<file path="config.mk">
export PLATFORM = sky130hd
export DESIGN_NAME = fetch_sequencer
export DESIGN_NICKNAME = d
export VERILOG_FILES = /design/src/rtl/fetch_pkg.sv /design/src/rtl/fetch_sequencer_if_id_reg.sv /design/src/rtl/fetch_sequencer.sv
export SDC_FILE = /design/constraint.sdc
export NUM_CORES = 1
export LEC_CHECK = 0
export CORE_MARGIN = 3
export CORE_UTILIZATION = 33
export CTS_BUF_LIST = sky130_fd_sc_hd__clkbuf_4 sky130_fd_sc_hd__clkbuf_8
export CTS_CLUSTER_DIAMETER = 200
export DETAILED_ROUTE_END_ITERATION = 10
export GPL_ROUTABILITY_DRIVEN = 0
export PLACE_DENSITY = 0.59
export SETUP_SLACK_MARGIN = 0.4
export SLEW_MARGIN = 20
export SYNTH_ARGS = -nofsm -noshare
export SYNTH_HDL_FRONTEND = slang
export SYNTH_SLANG_ARGS = --single-unit
</file>
<file path="constraint.sdc">
create_clock -name clk -period 2.7 [get_ports clk]
set_input_delay 0.675 -clock clk [delete_from_list [all_inputs] [get_ports clk]]
set_output_delay 0.675 -clock clk [all_outputs]
set_load 0.02 [all_outputs]
</file>
<file path="src/rtl/fetch_pkg.sv">
// Shared definitions for the IF-stage fetch sequencer: FSM state encoding,
// the nop instruction word and the default reset PC.
package fetch_pkg;

  // Fetch FSM state encoding; value 2'd3 is unused and recovers to FS_RUN.
  typedef enum logic [1:0] {
    FS_RUN  = 2'd0,
    FS_PEND = 2'd1,
    FS_SLOT = 2'd2
  } fetch_state_e;

  localparam logic [31:0] NOP_INST         = 32'h0000_0000;
  localparam logic [31:0] RESET_PC_DEFAULT = 32'h0000_0000;
  localparam logic [31:0] PC_STEP          = 32'd4;
  localparam logic [31:0] LINK_OFFSET      = 32'd8;

endpackage

</file>
<file path="src/rtl/fetch_sequencer_if_id_reg.sv">
// IF/ID pipeline register: loads {valid, inst, pc, pc+8} when not held,
// keeps its contents while held, clears to zero on asynchronous reset.
module if_id_reg (
  input  logic        clk,
  input  logic        rst_n,
  input  logic        hold_i,
  input  logic        valid_i,
  input  logic [31:0] inst_i,
  input  logic [31:0] pc_i,
  input  logic [31:0] pc8_i,
  output logic        valid_o,
  output logic [31:0] inst_o,
  output logic [31:0] pc_o,
  output logic [31:0] pc8_o
);

  logic        valid_q;
  logic [31:0] inst_q;
  logic [31:0] pc_q;
  logic [31:0] pc8_q;

  // Pipeline register with hold; reset empties the stage.
  always_ff @(posedge clk or negedge rst_n) begin
    if (!rst_n) begin
      valid_q <= 1'b0;
      inst_q  <= 32'h0000_0000;
      pc_q    <= 32'h0000_0000;
      pc8_q   <= 32'h0000_0000;
    end else if (!hold_i) begin
      valid_q <= valid_i;
      inst_q  <= inst_i;
      pc_q    <= pc_i;
      pc8_q   <= pc8_i;
    end else begin
      valid_q <= valid_q;
      inst_q  <= inst_q;
      pc_q    <= pc_q;
      pc8_q   <= pc8_q;
    end
  end

  assign valid_o = valid_q;
  assign inst_o  = inst_q;
  assign pc_o    = pc_q;
  assign pc8_o   = pc8_q;

endmodule

</file>
<file path="src/rtl/fetch_sequencer.sv">
// IF-stage program-counter sequencer for the 5-stage MIPS pipeline.
// Applies ID-resolved redirects with one-instruction delay-slot semantics;
// a redirect that coincides with a stall is parked in PEND until released.
// Optional feature macro: FETCH_RANGE_CHECK_EN (out-of-range fetches load a
// nop into IF/ID and raise oob_o).
module fetch_sequencer
  import fetch_pkg::*;
#(
  parameter int          INST_NUM_BIT = 8,
  parameter int          INST_NUM     = 47,
  parameter logic [31:0] RESET_PC     = RESET_PC_DEFAULT
) (
  input  logic                    clk,
  input  logic                    reset,
  input  logic                    stall_i,
  input  logic                    redirect_valid_i,
  input  logic [31:0]             redirect_target_i,
  output logic [INST_NUM_BIT-1:0] inst_addr_o,
  input  logic [31:0]             inst_i,
  output logic                    if_id_valid_o,
  output logic [31:0]             if_id_inst_o,
  output logic [31:0]             if_id_pc_o,
  output logic [31:0]             if_id_pc8_o,
  output logic [1:0]              state_o
`ifdef FETCH_RANGE_CHECK_EN
  ,
  output logic                    oob_o
`endif
);

  localparam logic [31:0] INST_NUM_W = INST_NUM;

  fetch_state_e state_q, state_d;
  logic [31:0]  pc_q, pc_d;
  logic [31:0]  pend_q, pend_d;
  logic [31:0]  inst_cap_s;
  logic [31:0]  addr_ext_s;

  assign inst_addr_o = pc_q[INST_NUM_BIT+1:2];
  assign addr_ext_s  = {{(32-INST_NUM_BIT){1'b0}}, pc_q[INST_NUM_BIT+1:2]};

  // PC, pending redirect target and FSM state registers.
  always_ff @(posedge clk or negedge reset) begin
    if (!reset) begin
      state_q <= FS_RUN;
      pc_q    <= RESET_PC;
      pend_q  <= 32'h0000_0000;
    end else begin
      state_q <= state_d;
      pc_q    <= pc_d;
      pend_q  <= pend_d;
    end
  end

  // Next-PC selection and FSM transitions; the delay slot at pc is always
  // fetched before the redirect target.
  always_comb begin
    state_d = state_q;
    pc_d    = pc_q;
    pend_d  = pend_q;
    case (state_q)
      FS_RUN: begin
        if (redirect_valid_i && !stall_i) begin
          pc_d    = redirect_target_i;
          state_d = FS_SLOT;
        end else if (redirect_valid_i && stall_i) begin
          pend_d  = redirect_target_i;
          state_d = FS_PEND;
        end else if (!stall_i) begin
          pc_d = pc_q + PC_STEP;
        end else begin
          pc_d = pc_q;
        end
      end
      FS_PEND: begin
        // The branch is still sitting in ID; its repeat request is ignored.
        if (!stall_i) begin
          pc_d    = pend_q;
          state_d = FS_SLOT;
        end else begin
          state_d = FS_PEND;
        end
      end
      FS_SLOT: begin
        // A branch in the delay slot is dropped.
        if (!stall_i) begin
          pc_d    = pc_q + PC_STEP;
          state_d = FS_RUN;
        end else begin
          state_d = FS_SLOT;
        end
      end
      default: begin
        state_d = FS_RUN;
      end
    endcase
  end

`ifdef FETCH_RANGE_CHECK_EN
  logic oob_s;
  logic oob_q;

  assign oob_s = (addr_ext_s >= INST_NUM_W);

  // Substitute a nop for fetches beyond the populated instruction words.
  always_comb begin
    inst_cap_s = inst_i;
    if (oob_s) begin
      inst_cap_s = NOP_INST;
    end else begin
      inst_cap_s = inst_i;
    end
  end

  // Out-of-range flag travels with the IF/ID load it describes.
  always_ff @(posedge clk or negedge reset) begin
    if (!reset) begin
      oob_q <= 1'b0;
    end else if (!stall_i) begin
      oob_q <= oob_s;
    end else begin
      oob_q <= oob_q;
    end
  end

  assign oob_o = oob_q;
`else
  logic range_unused_s;

  assign inst_cap_s     = inst_i;
  assign range_unused_s = (addr_ext_s == INST_NUM_W);
`endif

  if_id_reg u_if_id_reg (
    .clk     (clk),
    .rst_n   (reset),
    .hold_i  (stall_i),
    .valid_i (1'b1),
    .inst_i  (inst_cap_s),
    .pc_i    (pc_q),
    .pc8_i   (pc_q + LINK_OFFSET),
    .valid_o (if_id_valid_o),
    .inst_o  (if_id_inst_o),
    .pc_o    (if_id_pc_o),
    .pc8_o   (if_id_pc8_o)
  );

  assign state_o = state_q;

endmodule
</file>
==> metrics.cfg <==
[critical_path]
cp_max_fo=10
worstPathArrival_ps=2620
endpoint_kind=register
critical_path_required_ps=3100
worstSetupPathType=reg -> reg
start_kind=register

[sta]
rsz0062_at_grt=true
hold_slack_ps=190
slew_headroom_pct=57.8
hold_viol_final=0
setup_violations=0
post-route-period-util_pct=82.3
tns_ps=0
period_minus_slack_ps=2220
tightest_slew_ps=627
slew_viol_final=0
clock.fmax_mhz=450
fin_worst_skew_ps=11.5

[floorplan]
die_area_sq_um=25800
fp.coreArea_sq_um=23100
io_pins=175
num_rows=55
die_w_um=161
start_util_pct=34.3
dieHeight_um=161

[synth]
ys_seq_elements=160
synth_nets=783
avgSynthCellArea_sq_um=11.1
async_flop_share_pct=100
synth_top_cell_by_area=dfrtp_1
synth_cells=709
syn-cell-area_sq_um=7900
synth_flop_cell=dfrtp_1
netlist-cell-type-count=59
synth_warnings=0
yosys-top-cells-area=dfrtp_1 (51%), mux2_2 (12%), a22o_1 (2.9%)
synth_enable_flop_cells=0
synth_top_cell_area_share_pct=50.7
synthTopCellsByCount=dfrtp_1 (160), mux2_2 (87), nand2_1 (58)
yosysSeqAreaShare_pct=50.7
synth.most_common_cell=dfrtp_1

[layout]
insertedDiodeCount=0
synthToLayoutAreaGrowth_pct=34.3
postLayoutCoreUtil_pct=46.0
stdcell_count=1210
layout.nets=958
fill_cells=2157
drive_above_1_share_pct=21.4

[global_routing]
antenna_found_initial=0
met1_usage_pct=26.7
track_usage_pct=17.9
global_route.usage.met3_pct=3.69
grtUsageMet2_pct=26.5
grt-busiest-layer=met1
grt-ovfl-total=0
grt_pass1_wl_um=36500
grt_pass1_vias=6273
grt_max_degree=61

[power]
power_leakage_nw=4.40
finalPower_mw=10.3
vdd_drop_max_v=0.000541
pwr_density_cell_nw_per_um2=973

[clocking]
clock_path_buffers=2
htree_levels=4
cts_buffers=17
insertion_delay_ps=460
cts_sinks=160
cts_root_buf=clkbuf_8
clk_pin_slew_ps=90
cts_tree=yes

[run]
cap_violations=0

[route]
ant_nets=0
drc_errors=0
drt_first_iter_violations=594
firstDrtPassIters=7
vias=6427
drt-wirelength-per-cell_um=19.1
routed_wl_um=23100
viasPerCell=5.31

[place]
hpwlAfterDp_um=16900
io_buffers=174
place_inst=1176

[outcome]
status=completed

[worst_hold_path]
min_path_type=in -> async

-- flip-flops by register name, summed over array words and instances, names as in the netlist --
register             count
state_o                  2
pend_q                  32
u_if_id_reg.valid_o      1
u_if_id_reg.pc8_o       29
pc_q                    32
u_if_id_reg.pc_o        32
u_if_id_reg.inst_o      32
-- report_power, final --
group,switching (mW),total (mW),leakage (nW),internal (mW)
logic,2.27,4.42,2.19,2.16
registers,0.680,3.88,1.99,3.20
clock network,0.925,2.02,0.220,1.10
-- cell families after synthesis --
family,share of synthesized area [%]
fa+ha+maj,0.951
flops,50.7
mux,13.5
compound gates,13.7
buf+inv,4.74
simple gates,14.9
xor+xnor,1.44
-- routing by layer --
| metal | up-vias | share of wire, % |
|---|---|---|
| li1 | 3011 | - |
| met1 | 3166 | 47 |
| met2 | 235 | 46 |
| met3 | 15 | 6.3 |
| met4 | 0 | 0.94 |
| met5 | - | 0 |
-- repair_timing --
| item | CTS | global route |
|---|---|---|
| hold endpoints to repair | 0 | 0 |
| pin swaps | 0 | 1 |
| hold buffers | 0 | 0 |
| gates resized for setup | 13 | 7 |
| setup endpoints to repair | 12 | 19 |
| setup buffers | 0 | 2 |
-- critical path: stages, from the launching register on --
cell,delay (ps)
dfrtp_1,540
nand4_1,300
or4_1,710
or4b_1,510
nand4b_1,100
-- final cells by class --
type / instances / area (sq um) / area share, %
inverters: 10 / 37.5 / 0.354
clock inverters: 9 / 156 / 1.47
flip-flops and latches: 160 / 4010 / 37.8
multi-input cells: 472 / 3560 / 33.5
clock buffers: 23 / 292 / 2.75
repair buffers: 223 / 2160 / 20.4
well taps: 313 / 392 / 3.69
-- cell usage in the layout, fill, tap and decap left out, drive strengths merged, types with 9 or more instances in the layout --
master	n
clkdlybuf4s50	164
dfrtp	160
mux2	87
nand2	59
buf	50
o21ai	35
a22o	26
nand4	26
clkbuf	24
nor2	22
nand3	22
or4	19
o211ai	16
nor4	11
o311ai	11
inv	9
o31ai	9
mux2i	9
a22oi	9
-- final timing paths --
| path | startpoint | end | slack (ps) | cells past startpoint |
|---|---|---|---|---|
| setup / recovery | pc_q[18] | pc_q[31] | 480 | 4 |
| hold / removal | reset | u_if_id_reg.inst_o[20] | 190 | 1 |
| setup reg to reg | pc_q[18] | pc_q[31] | 480 | 4 |
| hold reg to reg | u_if_id_reg.pc_o[31] | u_if_id_reg.pc_o[31] | 470 | 2 |
| max in group asynchronous | reset | pend_q[8] | 1790 | 2 |
| min in group clk | u_if_id_reg.pc_o[31] | u_if_id_reg.pc_o[31] | 470 | 2 |
-- per-stage QoR --
stage | setup slack (ps) | area [sq um]
5_1_grt | 391 | 10600
2_1_floorplan | 420 | 7900
3_5_place_dp | 37.5 | 10100
3_3_place_gp | 32.0 | 10100
4_1_cts | 308 | 10600
6_report | 478 | 10600
(Power assumes the default switching activity.)
